`src/rtl/ascon_pack.sv`:
```
// Shared types for the ASCON stream driver: word types and the driver FSM state encoding.
package ascon_pack;

  localparam int unsigned BLOCK_WIDTH = 64;

  typedef logic [63:0]  u64_t;
  typedef logic [127:0] u128_t;

  typedef enum logic [2:0] {
    StIdle,
    StStart,
    StRun,
    StWaitTag,
    StDone
  } driver_state_e;

endpackage

```
`src/rtl/ascon_stream_router.sv`:
```
// Combinational AD/PT phase select: steers the single input stream into the AD or PT FIFO.
module ascon_stream_router #(
  parameter int unsigned DataAddrWidth = 7
) (
  input  logic                     run_i,
  input  logic [DataAddrWidth-1:0] ad_cnt_i,
  input  logic [DataAddrWidth-1:0] ad_size_i,
  input  logic [DataAddrWidth-1:0] pt_cnt_i,
  input  logic [DataAddrWidth-1:0] pt_size_i,
  input  logic                     s_valid_i,
  input  logic                     ad_full_i,
  input  logic                     pt_full_i,
  output logic                     s_ready_o,
  output logic                     ad_push_o,
  output logic                     pt_push_o
);

  logic ad_phase;
  logic pt_phase;

  // AD strictly precedes PT; a word only ever lands in one FIFO.
  assign ad_phase  = run_i && (ad_cnt_i < ad_size_i);
  assign pt_phase  = run_i && !ad_phase && (pt_cnt_i < pt_size_i);

  assign s_ready_o = (ad_phase && !ad_full_i) || (pt_phase && !pt_full_i);
  assign ad_push_o = s_valid_i && s_ready_o && ad_phase;
  assign pt_push_o = s_valid_i && s_ready_o && pt_phase;

endmodule

```
`src/rtl/ascon_stream_driver.sv`:
```
// Host-side driver for the ASCON AEAD wrapper FIFO interface.
// Optional watchdog abort enabled by defining ASCON_STREAM_DRIVER_TIMEOUT_EN.
module ascon_stream_driver
  import ascon_pack::*;
#(
  parameter int unsigned DataAddrWidth = 7,
  parameter int unsigned BlockWidth    = BLOCK_WIDTH,
  parameter int unsigned TimeoutCycles = 65535
) (
  input  logic                     clk,
  input  logic                     rst,
  input  logic [DataAddrWidth-1:0] ad_size_i,
  input  logic [DataAddrWidth-1:0] pt_size_i,
  input  logic                     go_i,
  output logic                     busy_o,
  output logic                     done_o,
  output logic                     err_o,
  output u128_t                    tag_o,
  input  logic                     s_valid_i,
  output logic                     s_ready_o,
  input  logic [BlockWidth-1:0]    s_data_i,
  output logic                     m_valid_o,
  input  logic                     m_ready_i,
  output logic [BlockWidth-1:0]    m_data_o,
  output logic                     start_o,
  input  logic                     ready_i,
  input  logic                     tag_valid_i,
  input  u128_t                    tag_i,
  output logic                     ad_push_o,
  output logic [BlockWidth-1:0]    ad_o,
  input  logic                     ad_full_i,
  output logic                     pt_push_o,
  output logic [BlockWidth-1:0]    pt_o,
  input  logic                     pt_full_i,
  output logic                     ct_pop_o,
  input  logic [BlockWidth-1:0]    ct_i,
  input  logic                     ct_empty_i
);

  driver_state_e state_q, state_d;
  logic [DataAddrWidth-1:0] ad_size_q, ad_size_d;
  logic [DataAddrWidth-1:0] pt_size_q, pt_size_d;
  logic [DataAddrWidth-1:0] ad_cnt_q, ad_cnt_d;
  logic [DataAddrWidth-1:0] pt_cnt_q, pt_cnt_d;
  logic [DataAddrWidth-1:0] ct_cnt_q, ct_cnt_d;
  u128_t tag_q, tag_d;
  logic  cap_q, cap_d;
  logic  start_q, start_d;

  logic in_run;
  logic in_active;
  logic cap_now;
  logic ad_push;
  logic pt_push;
  logic ct_pop;
  logic ct_valid;

  assign in_run    = (state_q == StRun);
  assign in_active = (state_q == StStart) || in_run || (state_q == StWaitTag);
  assign cap_now   = in_active && tag_valid_i && !cap_q;

  ascon_stream_router #(
    .DataAddrWidth(DataAddrWidth)
  ) u_router (
    .run_i     (in_run),
    .ad_cnt_i  (ad_cnt_q),
    .ad_size_i (ad_size_q),
    .pt_cnt_i  (pt_cnt_q),
    .pt_size_i (pt_size_q),
    .s_valid_i (s_valid_i),
    .ad_full_i (ad_full_i),
    .pt_full_i (pt_full_i),
    .s_ready_o (s_ready_o),
    .ad_push_o (ad_push),
    .pt_push_o (pt_push)
  );

  // CT drain runs alongside the feed; it stops once pt_size words have left.
  assign ct_valid  = in_run && !ct_empty_i && (ct_cnt_q < pt_size_q);
  assign ct_pop    = ct_valid && m_ready_i;

  assign ad_push_o = ad_push;
  assign pt_push_o = pt_push;
  assign ad_o      = s_data_i;
  assign pt_o      = s_data_i;
  assign m_valid_o = ct_valid;
  assign m_data_o  = ct_i;
  assign ct_pop_o  = ct_pop;
  assign start_o   = start_q;
  assign busy_o    = in_active;
  assign done_o    = (state_q == StDone);
  assign tag_o     = tag_q;

`ifdef ASCON_STREAM_DRIVER_TIMEOUT_EN
  logic [31:0] wd_q, wd_d;
  logic        err_q, err_d;
  logic        activity;

  assign activity = ad_push || pt_push || ct_pop || cap_now;
  assign err_o    = err_q;
`else
  assign err_o    = 1'b0;
`endif

  always_comb begin
    state_d   = state_q;
    ad_size_d = ad_size_q;
    pt_size_d = pt_size_q;
    ad_cnt_d  = ad_cnt_q;
    pt_cnt_d  = pt_cnt_q;
    ct_cnt_d  = ct_cnt_q;
    tag_d     = tag_q;
    cap_d     = cap_q;
    start_d   = 1'b0;
`ifdef ASCON_STREAM_DRIVER_TIMEOUT_EN
    wd_d      = wd_q;
    err_d     = err_q;
`endif

    unique case (state_q)
      StIdle: begin
        if (go_i) begin
          ad_size_d = ad_size_i;
          pt_size_d = pt_size_i;
          ad_cnt_d  = '0;
          pt_cnt_d  = '0;
          ct_cnt_d  = '0;
          cap_d     = 1'b0;
`ifdef ASCON_STREAM_DRIVER_TIMEOUT_EN
          err_d     = 1'b0;
          wd_d      = '0;
`endif
          state_d   = StStart;
        end
      end
      StStart: begin
        if (ready_i) begin
          start_d = 1'b1;
          state_d = StRun;
        end
      end
      StRun: begin
        if (ad_push) ad_cnt_d = ad_cnt_q + 1'b1;
        if (pt_push) pt_cnt_d = pt_cnt_q + 1'b1;
        if (ct_pop)  ct_cnt_d = ct_cnt_q + 1'b1;
        if ((ad_cnt_q == ad_size_q) && (pt_cnt_q == pt_size_q) && (ct_cnt_q == pt_size_q)) begin
          state_d = StWaitTag;
        end
      end
      StWaitTag: begin
        if (cap_q || cap_now) state_d = StDone;
      end
      StDone: begin
        state_d = StIdle;
      end
      default: begin
        state_d = StIdle;
      end
    endcase

    // The wrapper may raise tag_valid before the last CT word drains.
    if (cap_now) begin
      tag_d = tag_i;
      cap_d = 1'b1;
    end

`ifdef ASCON_STREAM_DRIVER_TIMEOUT_EN
    if (in_active) begin
      if (activity) begin
        wd_d = '0;
      end else if (wd_q + 32'd1 >= TimeoutCycles) begin
        wd_d    = '0;
        err_d   = 1'b1;
        start_d = 1'b0;
        state_d = StIdle;
      end else begin
        wd_d = wd_q + 32'd1;
      end
    end
`endif
  end

  always_ff @(posedge clk) begin
    if (rst) begin
      state_q   <= StIdle;
      ad_size_q <= '0;
      pt_size_q <= '0;
      ad_cnt_q  <= '0;
      pt_cnt_q  <= '0;
      ct_cnt_q  <= '0;
      tag_q     <= '0;
      cap_q     <= 1'b0;
      start_q   <= 1'b0;
`ifdef ASCON_STREAM_DRIVER_TIMEOUT_EN
      wd_q      <= '0;
      err_q     <= 1'b0;
`endif
    end else begin
      state_q   <= state_d;
      ad_size_q <= ad_size_d;
      pt_size_q <= pt_size_d;
      ad_cnt_q  <= ad_cnt_d;
      pt_cnt_q  <= pt_cnt_d;
      ct_cnt_q  <= ct_cnt_d;
      tag_q     <= tag_d;
      cap_q     <= cap_d;
      start_q   <= start_d;
`ifdef ASCON_STREAM_DRIVER_TIMEOUT_EN
      wd_q      <= wd_d;
      err_q     <= err_d;
`endif
    end
  end

endmodule

```
`config.mk`:
```
export PLATFORM = sky130hd
export DESIGN_NAME = ascon_stream_driver
export DESIGN_NICKNAME = d
export VERILOG_FILES = /design/src/rtl/ascon_pack.sv /design/src/rtl/ascon_stream_router.sv /design/src/rtl/ascon_stream_driver.sv
export SDC_FILE = /design/constraint.sdc
export NUM_CORES = 1
export LEC_CHECK = 0
export ABC_AREA = 1
export CELL_PAD_IN_SITES_DETAIL_PLACEMENT = 0
export CELL_PAD_IN_SITES_GLOBAL_PLACEMENT = 2
export CORE_ASPECT_RATIO = 0.5
export CORE_MARGIN = 3
export CORE_UTILIZATION = 17
export DETAILED_ROUTE_END_ITERATION = 10
export MAX_ROUTING_LAYER = met4
export PLACE_DENSITY = 0.83
export SETUP_SLACK_MARGIN = 0.3
export SLEW_MARGIN = 10
export SYNTH_ARGS = -nofsm -noshare
export SYNTH_HDL_FRONTEND = slang
export SYNTH_SLANG_ARGS = --single-unit
```
`constraint.sdc`:
```
create_clock -name clk -period 2.2 [get_ports clk]
set_clock_uncertainty 0.15 [all_clocks]
set_input_delay 0.22 -clock clk [delete_from_list [all_inputs] [get_ports clk]]
set_output_delay 0.22 -clock clk [all_outputs]
set_load 0.01 [all_outputs]
```
**After elaboration in Yosys (flattened, before gate mapping)**

Index checks and enable logic that the tools add are counted.

- $add $sub $neg: 3
- Multipliers: 0
- Divide/modulo/power cells: 0
- Order comparisons: 3
- Eq/ne operators: 14
- Shift-type cells: 0
- Multiplexer cells: 16
- Bitwise operators: 1
- Reduce and logical (&&, ||, !) cells: 35

Operators by type and width:

| operator | number |
|---|---|
| 7-bit case mux with 2 select lines | 3 |
| 7-bit two-way mux | 4 |
| 7-bit by 1-bit adder with 7-bit output (second input constant) | 3 |
| 7-bit == test | 3 |
| 7-bit < comparator | 3 |
| 1-bit logical AND | 15 |
| 3-bit two-way mux | 4 |
| 3-bit case mux with 4 select lines | 1 |
| 2-bit != test (second input constant) | 5 |
| 3-bit AND reduction | 3 |
| 3-bit by 2-bit == test with 1-bit output (second input constant) | 2 |
| 2-bit nonzero test | 3 |
| 1-bit logical NOT | 5 |
| 1-bit logical OR | 4 |
| 1-bit two-way mux | 4 |
| 2-bit by 1-bit != test with 1-bit output (second input constant) | 2 |
| 2-bit AND reduction | 2 |
| 4-bit AND reduction | 1 |
| 3-bit by 1-bit == test with 1-bit output (second input constant) | 1 |
| 3-bit == test (second input constant) | 1 |
| 3-bit logical NOT | 1 |
| 2-bit OR reduction | 1 |
| 1-bit inverter | 1 |

- Register bits: 168
- Latch bits: 0
- Bits in writable memories: 0
- Bits in read-only memories: 0
- Input port bits: 280
- Logic and storage cells: 81
- Memories kept: 0

**Depth between registers and ports, before layout**

- Depth after elaboration: 11
- Mapped depth: 15

**Modules after synthesis**

From an unflattened synthesis, not the netlist that was laid out.

- Cells, all modules: 1155
- Area total of the unflattened synthesis: 8789.7 um^2

By module, submodules not included:

| module | times used | cells each | area an instance (um^2) |
|---|---|---|---|
| ascon_stream_driver | 1 | 1082 | 8369.3 |
| ascon_stream_router | 1 | 73 | 420.4 |

**Least setup slack after synthesis**

No wires, ideal clock.

- Path kind: reg-to-reg
- Start: reg ct_cnt_q[2]
- End: reg ct_cnt_q[1]
- Arrival: 1634 ps
- Required time: 1935 ps
- Slack: 300 ps
- Stages on the path, launching flop included: 12
- Clock period less this slack: 1900 ps
- Cell sequence: dfxtp_1 > ha_1 > a21oi_1 > o21ai_0 > nand2_1 > nand4_1 > inv_1 > nand2_1 > nand2_1 > nand2_1 > nor2_1 > nor3_1

- Cells in the longest elaborated chain, start to end: 5

Ends and longest elaborated chain:

| item | line | RTL |
|---|---|---|
| start: declaration | ascon_stream_driver.sv:45 | `logic [DataAddrWidth-1:0] ct_cnt_q, ct_cnt_d;` |
| start signal: assignment | ascon_stream_driver.sv:204 | `ct_cnt_q <= ct_cnt_d;` |
| 7-bit < comparator | ascon_stream_driver.sv:79 | `assign ct_valid = in_run && !ct_empty_i && (ct_cnt_q < pt_size_q);` |
| 1-bit logical AND | ascon_stream_driver.sv:79 |  |
| named net m_valid_o | ascon_stream_driver.sv:22 | `output logic m_valid_o,` |
| 1-bit logical AND | ascon_stream_driver.sv:80 | `assign ct_pop = ct_valid && m_ready_i;` |
| 2-bit != test (no line) | - |  |
| 3-bit AND reduction (no line) | - |  |

The timed path passes the listed nets, and every way through them passes these cells.
A chain may end at the register's enable or synchronous reset.

**Worst setup path in the final report**

- Start: reg ad_size_q[5]
- End: out pt_push_o

- Cells in the longest elaborated chain, start to end: 9
- Elaborated cells between the ends (all ways): 10
- Classes of those cells: 1 x order compare; 9 x reduce/logical

Ends and longest elaborated chain:

| item | line | RTL |
|---|---|---|
| start: declaration | ascon_stream_driver.sv:41 | `logic [DataAddrWidth-1:0] ad_size_q, ad_size_d;` |
| start signal: assignment | ascon_stream_driver.sv:200 | `ad_size_q <= ad_size_d;` |
| 7-bit < comparator * | ascon_stream_router.sv:22 | `assign ad_phase = run_i && (ad_cnt_i < ad_size_i);` |
| 1-bit logical AND * | ascon_stream_router.sv:22 |  |
| 1-bit logical NOT | ascon_stream_router.sv:23 | `assign pt_phase = run_i && !ad_phase && (pt_cnt_i < pt_size_i);` |
| 1-bit logical AND (2 in series) | ascon_stream_router.sv:23 |  |
| 1-bit logical AND | ascon_stream_router.sv:25 | `assign s_ready_o = (ad_phase && !ad_full_i) \|\| (pt_phase && !pt_full_i);` |
| 1-bit logical OR | ascon_stream_router.sv:25 |  |
| 1-bit logical AND | ascon_stream_router.sv:27 | `assign pt_push_o = s_valid_i && s_ready_o && pt_phase;` |
| 1-bit logical AND * | ascon_stream_router.sv:27 |  |
| end: declaration | ascon_stream_driver.sv:32 | `output logic pt_push_o,` |

Mark *: on every way between the ends. The rest lies on a longest branch, timed or not.

==> results.py <==
metrics = {
    "clock_tree": {
        "cts_tree": "done",
        "ctsHtreeMaxLevel": 4,
        "clk_path_buf_depth": 2,
        "clk_pin_slew_ns": 0.08,
        "insertion_delay_ns": 0.45,
        "numCtsBuffers": 17,
        "cts_hold_buffers": 0,
        "clock_sinks": 168,
        "cts_root_buf": "clkbuf_16",
    },
    "worst_hold_path": {
        "hold_path_class": "input port to register",
    },
    "pwr": {
        "ir_worst_vdd_uv": 506,
        "power_density_nw_per_um2": 1280,
        "total_power_mw": 16.9,
        "p_leak_nw": 5.00,
    },
    "critical_path": {
        "critPathRequiredTime_ns": 1.83,
        "max_stage_delay_ns": 0.32,
        "cp_max_fo": 3,
        "cp_cell_sequence": "inv_2, ha_4, nand2_4, inv_2, a21oi_2, buf_4, nand2_2, and2_1, nand3_2, inv_2, buf_6",
        "cp-start-kind": "register",
        "crit_top_cell": "inv_2",
        "path_class": "register to output pin",
        "critical_path_arrival_ns": 1.89,
        "critPathSlowestCell": "dfxtp_2",
        "critPathCaptureType": "output pin",
    },
    "drt": {
        "wl_per_cell_um": 16.5,
        "wirelength_um": 32300,
        "antenna_left": 0,
        "drc": 0,
        "detail_route.iter0.violations": 364,
        "first_pass_iters": 4,
        "viasPerCell": 3.85,
        "num_vias": 7531,
    },
    "sta": {
        "tns_ns": -0.217,
        "finalHoldViolations": 0,
        "fmax_mhz": 442,
        "setup_violations": 4,
        "worst_pin_slew_ns": 0.591,
        "max_slew_margin_pct": 60.2,
        "finalCritPeriodShare_pct": 103,
        "rsz0062_at_grt": "yes",
        "period_needed_ns": 2.26,
        "fin_ws_ns": -0.0604,
        "maxSlewViolCount": 0,
    },
    "run": {
        "max_cap_viol_count": 0,
    },
    "yosys": {
        "synthArstFlopShare_pct": 0,
        "synth_top_cell_area_share_pct": 39.7,
        "ys_seq_elements": 168,
        "synth.most_common_cell": "buf_4",
        "synthCells": 1123,
        "synth_area_um2": 8460,
        "synth_enable_flop_cells": 0,
        "yosysTopAreaCell": "dfxtp_1",
        "syn_avg_cell_area_um2": 7.54,
        "synth_ff_type": "dfxtp_1",
        "synthTopCellsByCount": "buf_4, inv_1, a21oi_1",
        "ys_seq_area_share_pct": 39.7,
        "synthTopCellsByArea": "dfxtp_1, buf_4, a21oi_1",
        "yosysUniqueCellTypes": 29,
        "synth_warnings": 0,
        "synth_nets": 1427,
    },
    "floorplanning": {
        "die_w_um": 322,
        "rows": 57,
        "coreArea_um2": 48900,
        "pin_count": 609,
        "die_area_um2": 52700,
        "initial_core_util_pct": 17.3,
        "fp.dieH_um": 164,
    },
    "global_route": {
        "grt-ovfl-total": 0,
        "antenna_found_initial": 0,
        "grt_max_degree": 64,
        "grtUsageTotal_pct": 11.2,
        "grt_pass1_vias": 6795,
        "grt_pass1_wl_um": 43000,
    },
    "placement": {
        "numPlacedInstances": 1886,
        "dp_hpwl_um": 22800,
        "io_buffers": 287,
        "globalplace.congestion": 0.796,
        "dp_slack_ns": -0.208,
    },
    "status": {
        "status": "complete, but fails checks",
        "violations": "negative setup slack",
    },
    "final_layout": {
        "diodes": 0,
        "fin_nets": 1597,
        "layout-drive-gt1-share_pct": 25.5,
        "fin_cells": 1955,
        "area_growth_pct": 56.7,
    },
}
-- power by group --
group	internal [mW]	switching, mW	leakage, nW
clock	1.86	1.47	0.299
sequential	4.07	0.559	1.39
combinational	4.60	4.36	3.31
-- layer usage --
layer | vias up | GRT usage, % | routed length, um
met1 | 3540 | 13.8 | 14300
met4 | 0 | 2.10 | 255
li1 | 3730 | - | -
met2 | 247 | 16.5 | 15000
met3 | 14 | 5.62 | 2780
met5 | - | - | 0
-- critical path, delay by kind of cell, from the launching register on --
kind	cells	cell delay, ns
buf+inv	5	0.39
flops	1	0.32
simple gates	4	0.38
compound gates	1	0.15
fa+ha+maj	1	0.20
-- cell type report --
| class | instances | area (um^2) |
|---|---|---|
| clock inverters | 13 | 180 |
| clock buffers | 19 | 443 |
| well taps | 649 | 812 |
| inverters | 174 | 656 |
| multi-input cells | 534 | 3580 |
| repair buffers | 398 | 4200 |
| fillers | 5230 | 35600 |
| flip-flops and latches | 168 | 3380 |
-- cell families after synthesis --
| kind of cell | Yosys count | share of synthesized area (%) |
|---|---|---|
| other | 1 | 0.0443 |
| AO/OA/AOI/OAI | 318 | 18.8 |
| AND/OR/NAND/NOR | 185 | 9.86 |
| XOR/XNOR | 5 | 0.518 |
| flip-flops | 168 | 39.7 |
| adder cells (fa/ha/maj) | 24 | 3.55 |
| buffers and inverters | 422 | 27.5 |
-- path summary, 6_finish.rpt --
path	from	to	slack, ns	depth (start not counted)
hold reg to reg	tag_o[113]$_SDFFE_PP0P_	tag_o[113]$_SDFFE_PP0P_	0.29	2
setup / recovery	ad_size_q[5]$_SDFFE_PP0P_	pt_push_o	-0.06	11
hold / removal	ready_i	start_o$_SDFF_PP0_	0.22	3
setup reg to reg	ad_size_q[5]$_SDFFE_PP0P_	pt_cnt_q[1]$_SDFFE_PP0P_	0.04	16
-- state kept, by name (all words and copies together), names as in the netlist --
signal     cells
ad_size_q      7
start_o        1
cap_q          1
tag_o        128
state_q        3
ct_cnt_q       7
pt_cnt_q       7
ad_cnt_q       7
pt_size_q      7
-- what timing repair did --
| action | CTS | global route |
|---|---|---|
| endpoints found under the setup margin | 41 | 75 |
| resized for setup | 93 | 264 |
| buffers inserted | 8 | 16 |
| pin swaps | 27 | 66 |
| gates cloned | 1 | 12 |
-- through the flow --
step | hold WS, ns | cell area (um^2) | utilization, %
after CTS | 0.190 | 12100 | 24.8
after detailed placement | 0.283 | 11100 | 22.8
after global routing | 0.199 | 13300 | 27.1
final | 0.218 | 13300 | 27.1
after global placement | 0.280 | 11100 | 22.8
after floorplan | 0.198 | 8460 | -
-- placed cells by master (no fill, tap or decap), types with 7 or more instances in the layout --
| master | count |
|---|---|
| buf_4 | 56 |
| clkdlybuf4s50_1 | 280 |
| o21ai_2 | 40 |
| o21ai_1 | 28 |
| dfxtp_2 | 15 |
| o21ai_4 | 7 |
| a21oi_1 | 132 |
| o21ai_0 | 72 |
| inv_1 | 158 |
| clkbuf_16 | 26 |
| nand2_1 | 55 |
| ha_4 | 15 |
| nand3_2 | 13 |
| buf_6 | 30 |
| nand2_2 | 18 |
| buf_12 | 13 |
| a21oi_2 | 37 |
| nor2_1 | 42 |
| inv_2 | 15 |
| ha_1 | 9 |
| dfxtp_1 | 153 |
| nand3_1 | 19 |
(Power assumes the default switching activity.)
